<file path="src/rtl/mult_pkg.sv">
// ---------------------------------------------------------------------------
// mult_pkg
// Shared definitions for the iterative multiplier:
//   DEFAULT_DATA_WIDTH - default operand width in bits
//   mult_state_t       - controller state encoding (IDLE / CALC / DONE)
// ---------------------------------------------------------------------------
package mult_pkg;

    localparam int DEFAULT_DATA_WIDTH = 4;

    typedef enum logic [1:0] {
        IDLE = 2'd0,
        CALC = 2'd1,
        DONE = 2'd2
    } mult_state_t;

endpackage : mult_pkg

</file>
<file path="src/rtl/mult_negate.sv">
// ---------------------------------------------------------------------------
// mult_negate
// Conditional two's-complement negate of a WIDTH-bit value.
// Used for operand magnitudes and for the final sign fix of the product.
// Ports:
//   din  [WIDTH-1:0]  value in
//   neg               1 = output -din, 0 = output din
//   dout [WIDTH-1:0]  result (modulo 2^WIDTH)
// ---------------------------------------------------------------------------
module mult_negate #(
    parameter int WIDTH = 4
) (
    input  logic [WIDTH-1:0] din,
    input  logic             neg,
    output logic [WIDTH-1:0] dout
);

    assign dout = neg ? (~din + WIDTH'(1)) : din;

endmodule : mult_negate

</file>
<file path="src/rtl/iterative_multiplier.sv">
// ---------------------------------------------------------------------------
// iterative_multiplier
// Radix-2 shift-add multiplier, one partial product per clock.
// Accepts operands in IDLE, spends data_width cycles in CALC, then holds the
// 2*data_width product in DONE until the consumer takes it.
//
// Build option: MULT_SIGNED_EN
//   defined   - signed_mode=1 treats A/B as two's complement (sign-magnitude
//               multiply with a final negate)
//   undefined - no sign logic; signed_mode is ignored, all products unsigned
//
// Ports:
//   clk, rst            clock, async active-high reset
//   A, B                multiplicand / multiplier (data_width bits)
//   signed_mode         operand interpretation, sampled with A/B
//   in_valid, in_ready  operand handshake (ready only in IDLE)
//   product             result (2*data_width bits), valid with out_valid
//   out_valid,out_ready result handshake (valid only in DONE)
// ---------------------------------------------------------------------------
module iterative_multiplier
    import mult_pkg::*;
#(
    parameter int data_width = DEFAULT_DATA_WIDTH
) (
    input  logic                    clk,
    input  logic                    rst,
    input  logic [data_width-1:0]   A,
    input  logic [data_width-1:0]   B,
    input  logic                    signed_mode,
    input  logic                    in_valid,
    output logic                    in_ready,
    output logic [2*data_width-1:0] product,
    output logic                    out_valid,
    input  logic                    out_ready
);

    localparam int PW    = 2 * data_width;
    localparam int CNT_W = $clog2(data_width + 1);

    mult_state_t             state, state_next;
    logic [CNT_W-1:0]        cnt;
    logic [PW-1:0]           acc, mcand, acc_next, prod_fixed;
    logic [data_width-1:0]   mplier, mag_a, mag_b;
    logic                    last_step;

    assign last_step = (cnt == CNT_W'(1));
    assign acc_next  = acc + (mplier[0] ? mcand : '0);

`ifdef MULT_SIGNED_EN
    logic neg_a, neg_b, neg_res;

    assign neg_a = signed_mode & A[data_width-1];
    assign neg_b = signed_mode & B[data_width-1];

    // |x| as an unsigned data_width value: most-negative maps to 2^(w-1)
    mult_negate #(.WIDTH(data_width)) u_abs_a (.din(A), .neg(neg_a), .dout(mag_a));
    mult_negate #(.WIDTH(data_width)) u_abs_b (.din(B), .neg(neg_b), .dout(mag_b));
    // Sign fix applied to the final accumulation so the product register
    // is already correct on the edge that enters DONE
    mult_negate #(.WIDTH(PW)) u_fix (.din(acc_next), .neg(neg_res), .dout(prod_fixed));

    always_ff @(posedge clk or posedge rst) begin
        if (rst)
            neg_res <= 1'b0;
        else if (state == IDLE && in_valid)
            neg_res <= neg_a ^ neg_b;
    end
`else
    logic unused_signed_mode;
    assign unused_signed_mode = signed_mode;
    assign mag_a      = A;
    assign mag_b      = B;
    assign prod_fixed = acc_next;
`endif

    // State register
    always_ff @(posedge clk or posedge rst) begin
        if (rst)
            state <= IDLE;
        else
            state <= state_next;
    end

    // Next-state logic
    always_comb begin
        state_next = state;
        case (state)
            IDLE:    if (in_valid)  state_next = CALC;
            CALC:    if (last_step) state_next = DONE;
            DONE:    if (out_ready) state_next = IDLE;
            default: state_next = IDLE;
        endcase
    end

    // Outputs
    always_comb begin
        in_ready  = (state == IDLE);
        out_valid = (state == DONE);
    end

    // Datapath: multiplicand shifts left, multiplier shifts right
    always_ff @(posedge clk or posedge rst) begin
        if (rst) begin
            cnt     <= '0;
            acc     <= '0;
            mcand   <= '0;
            mplier  <= '0;
            product <= '0;
        end else begin
            case (state)
                IDLE: begin
                    if (in_valid) begin
                        cnt    <= CNT_W'(data_width);
                        acc    <= '0;
                        mcand  <= {{data_width{1'b0}}, mag_a};
                        mplier <= mag_b;
                    end
                end
                CALC: begin
                    acc    <= acc_next;
                    mcand  <= mcand << 1;
                    mplier <= mplier >> 1;
                    cnt    <= cnt - CNT_W'(1);
                    if (last_step)
                        product <= prod_fixed;
                end
                default: ;
            endcase
        end
    end

endmodule : iterative_multiplier

</file>
<file path="config.mk">
export PLATFORM = sky130hd
export DESIGN_NAME = iterative_multiplier
export DESIGN_NICKNAME = d
export VERILOG_FILES = /design/src/rtl/mult_pkg.sv /design/src/rtl/mult_negate.sv /design/src/rtl/iterative_multiplier.sv
export SDC_FILE = /design/constraint.sdc
export NUM_CORES = 1
export LEC_CHECK = 0
export CAP_MARGIN = 10
export CELL_PAD_IN_SITES_DETAIL_PLACEMENT = 0
export CELL_PAD_IN_SITES_GLOBAL_PLACEMENT = 1
export CORE_MARGIN = 4
export CORE_UTILIZATION = 42
export DETAILED_ROUTE_END_ITERATION = 8
export HOLD_SLACK_MARGIN = 0.03
export PLACE_DENSITY = 0.75
export SETUP_SLACK_MARGIN = 0.15
export SLEW_MARGIN = 40
export SYNTH_ARGS = -nofsm -noshare
export SYNTH_HDL_FRONTEND = slang
export SYNTH_SLANG_ARGS = --single-unit
</file>
<file path="constraint.sdc">
create_clock -name clk -period 2.5 [get_ports clk]
set_clock_uncertainty 0.2 [all_clocks]
set_input_delay 0.5 -clock clk [delete_from_list [all_inputs] [get_ports clk]]
set_output_delay 0.5 -clock clk [all_outputs]
set_load 0.02 [all_outputs]
</file>
======== Word-level counts from Yosys, hierarchy flattened ========
Index checks and enable logic that the tools add are counted.
Widths: inputs -> output; s select.
word-level totals
  flip-flop bits (word level) ............. 33
  input port bits ......................... 13
  output and inout port bits .............. 10
  logic and storage cells ................. 32
cells by class
  $add $sub $neg .......................... 2
  equal/unequal tests ..................... 6
  mux-type cells .......................... 13
  reductions and logical operators ........ 5
operator list
  cell                 count
  $pmux 8 s2           2
  $mux 8               3
  $add 8x8->8          1
  $pmux 4 s2           1
  $mux 2               3
  $pmux 2 s3           1
  $pmux 3 s2           1
  $mux 4               1
  $ne 2x2->1 const B   2
  $reduce_and 2->1     2
  $eq 3x1->1 const B   1
  $mux 3               1
  $reduce_and 3->1     1
  $sub 3x1->3 const B  1
  $eq 2x1->1 const B   1
  $eq 2x2->1 const B   1
  $logic_not 2->1      1
  $ne 2x1->1 const B   1
  $reduce_bool 2->1    1

======== Logic depth before layout (Yosys ltp) ========
  depth after elaboration ................. 3
  mapped depth ............................ 9
  gate-level depth less buffers ........... 9

======== Worst setup path after synthesis ========
No wires, ideal clock.
  path type ............................... reg2reg
  start ................................... register mplier[0]
  end ..................................... register product[4]
  setup time .............................. 0.125 ns
  arrival time ............................ 1.843 ns
  path slack .............................. 0.332 ns
  stages on the path, launching flop included .. 10
  buffers on the path ..................... 0
  period minus slack after synthesis ...... 2.168 ns
  cells stage by stage .................... dfrtp_1 -> and2_1 -> ha_1 -> inv_1 -> fa_1 -> nor2b_1 -> o21a_1 -> nor2_1 -> xnor2_1 -> mux2_4
on the way
  cells in the longest elaborated chain, start to end .. 2
RTL lines
  what                    RTL line                     RTL
  start, declared         iterative_multiplier.sv:43   logic [data_width-1:0] mplier, mag_a, mag_b;
  start signal, assigned  iterative_multiplier.sv:116  mplier <= mag_b;
  start signal, assigned  iterative_multiplier.sv:122  mplier <= mplier >> 1;
  $mux 8                  iterative_multiplier.sv:47   assign acc_next = acc + (mplier[0] ? mcand : '0);
  $add 8x8->8             iterative_multiplier.sv:47
  end signal, assigned    iterative_multiplier.sv:125  product <= prod_fixed;
  end, declared           iterative_multiplier.sv:32   output logic [2*data_width-1:0] product,
No other way between the ends.
A chain may end at the register's enable or synchronous reset.

======== Worst setup path after layout ========
Ends and elaborated chain as after synthesis.

==> results_dict.tcl <==
set metrics [dict create \
    status "finished clean" \
    cts_tree "built" \
    final_cell_area_mm2 0.00224 \
    cp_max_fo 5 \
    cp-start-kind "flop" \
    die-area_mm2 0.00530 \
    cp_slowest_cell "dfrtp_1" \
    die_height_um 72.8 \
    start_util_pct 43.8 \
    yosysUniqueCellTypes 35 \
    yosysSeqAreaShare_pct 46.8 \
    yosys.area_share.simple_pct 14.5 \
    period_share_pct 91.0 \
    crit_type "flop to flop" \
    cts-buffers-inserted 5 \
    synth_compound_area_share_pct 19.1 \
    worstMarginPinSlew_ps 416 \
    fp.dieW_um 72.8 \
    routed_wl_um 3770 \
    min_path_type "flop to flop" \
    drv_cap 0 \
    overflow 0 \
    cp_data_required_time_ps 2470 \
    setup_violations 0 \
    synth_largest_area_cell "dfrtp_1" \
    place_area_mm2 0.00205 \
    finalSetupTns_ps 0 \
    synth_xor_area_share_pct 3.76 \
    clock_latency_ps 280 \
    finalHoldViolations 0 \
    synthAdderAreaFrac_pct 7.52 \
    synth_edf_count 0 \
    cts_root_buffer "clkbuf_8" \
    final_nets 228 \
    rows 23 \
    fin_crit_ps 2280 \
    finalWeightedCongestion 0.788 \
    io_pins 23 \
    synth_area_per_cell_um2 10.3 \
    max_freq_mhz 439 \
    grt_antenna_before_repair 0 \
    clk_path_buf_depth 2 \
    fillerInstances 370 \
    grt_max_degree 34 \
    drtIter0Drc 69 \
    track_usage_pct 15.6 \
    synth.area.top_cells "dfrtp_1 (47%), ha_1 (6.4%), o21ai_0 (5.4%), nand2_1 (4.0%), a22o_1 (4.0%)" \
    cp-end-kind "flop" \
    p_per_area_mw_per_mm2 1090 \
    max_slew_margin_pct 72.3 \
    grt_pass1_wl_um 6350 \
    yosysMostFrequentCell "dfrtp_1" \
    synthToLayoutAreaGrowth_pct 26.9 \
    cts.sinks 33 \
    drc_errors 0 \
    synth_nets 195 \
    syn_area_mm2 0.00176 \
    fp.coreArea_mm2 0.00403 \
    reg2reg_slack_ps 220 \
    dpl.cell_count 242 \
    arrival_ps 2250 \
    wl_per_cell_um 14.7 \
    drt.antenna.violating_nets 0 \
    synthTopCellsByCount "dfrtp_1 (33), nand2_1 (19), o21ai_0 (19)" \
    vias 1343 \
    ir_worst_vdd_uv 635 \
    crit_buf_inv 1 \
    diodes 0 \
    netlist_instances 172 \
    dp_hpwl_um 2700 \
    final_util_pct 55.6 \
    clkTransAtPathRegs_ps 70 \
    layout.cells.non_filler 256 \
    htree_levels 2 \
    holdBufCountCts 0 \
    ys_seq_elements 33 \
    drive_gt1_share_pct 17.5 \
    detail_route.first_pass.iterations 4 \
    vias_per_cell 5.25 \
    synth_top_family_by_area "compound AO/OA/AOI/OAI gates" \
    yosysTopAreaCellShare_pct 46.8 \
    p_leak_nw 1.08 \
    path_cells "and2_4, ha_4, inv_2, fa_2, nor2b_1, o21a_1, nor2_1, xnor2_1, mux2_4" \
    rsz0062_at_grt "false" \
    max_stage_delay_ps 410 \
    synth_warnings 0 \
    setup_slack_ps 225 \
    async_flop_share_pct 100 \
    critPathTopFamily "adder cells" \
    slew_violations 0 \
    ys_dominant_reg_cell "dfrtp_1" \
    synthMuxAreaShare_pct 4.40 \
    dp_slack_ps 87.9 \
    grt_pass1_vias 1329 \
    portBuffers 21 \
]
## final timing paths
path                              endpoint  cells after the start  startpoint
worst max-delay path            product[4]                      9   mplier[0]
worst min-delay path            product[6]                      2  product[6]
worst max register to register  product[4]                      9   mplier[0]
worst min register to register  product[6]                      2  product[6]
max in group asynchronous         state[1]                      3         rst
min in group asynchronous        mplier[3]                      3         rst
## timing repair
| item | in CTS | in global routing |
|---|---|---|
| pin swaps | 0 | 9 |
| endpoints found under the setup margin | 4 | 6 |
| gates cloned | 0 | 0 |
| buffers inserted | 0 | 6 |
| gates resized for setup | 3 | 14 |
## layer usage
metal  global-route usage (%)  share of wire (%)  vias to the layer above
met5                        0                  0                        -
met4                     4.92                2.1                        0
met3                     4.13                3.4                        9
met2                     25.2                 49                       22
met1                     20.5                 45                      643
li1                         -                  -                      669
## worst register-to-register path, stage by stage (launching register included)
cell and delay [ps]:
dfrtp_1 410, and2_4 170, ha_4 140, inv_2 40, fa_2 380, nor2b_1 140, o21a_1 200, nor2_1 70
xnor2_1 140, mux2_4 270
## flip-flops by register name (all words and copies together), names as in the netlist
register  cells
acc           8
mcand         8
product       8
mplier        4
cnt           3
state         2
## placed cells by master, fill, tap and decap left out, types with 2 or more instances in the layout
cell type / count
o21ai_1: 5
nor2_1: 7
xnor2_1: 4
clkdlybuf4s50_1: 19
a21oi_1: 10
ha_4: 2
and2_1: 5
clkbuf_8: 7
nand2b_1: 3
o211ai_1: 2
ha_1: 7
buf_4: 12
a211oi_2: 2
nand2_1: 18
and3b_1: 4
a22o_1: 8
dfrtp_1: 32
o21ai_0: 14
nor2b_1: 6
inv_1: 8
mux2_4: 3
a32o_1: 2
mux2_2: 2
o21bai_1: 2
a22oi_1: 2
## power breakdown
part,leakage [nW],switching [mW],total (mW),internal (mW)
Clock,0.0542,0.200,0.449,0.249
Sequential,0.430,0.170,0.918,0.748
Combinational,0.600,0.550,1.07,0.519
Total,1.08,0.919,2.44,1.52
## kinds of logic (layout without fill, tap and decap cells)
group,count (synthesis),in the layout
AO/OA/AOI/OAI,52,52
AND/OR/NAND/NOR,49,49
flip-flops,33,33
buffers and inverters,16,50
adder cells (fa/ha/maj),10,10
XOR/XNOR,6,6
multiplexers,6,6
## metrics by stage
stage / hold slack (ps) / power (mW)
2_1_floorplan: 250 / 1.58
3_3_place_gp: 266 / 1.90
3_5_place_dp: 273 / 1.95
4_1_cts: 290 / 2.41
5_1_grt: 322 / 2.63
6_report: 290 / 2.44
## final cells by class
cell class                      instances  area (µm²)  area share [%]
Clock buffer                            7        96.3            4.30
Clock inverter                          1        5.00           0.224
Inverter                                9        33.8            1.51
Multi-Input combinational cell        123         912            40.7
Sequential cell                        33         827            36.9
Tap cell                               50        62.6            2.79
Timing Repair Buffer                   33         302            13.5
(Power assumes the default switching activity.)
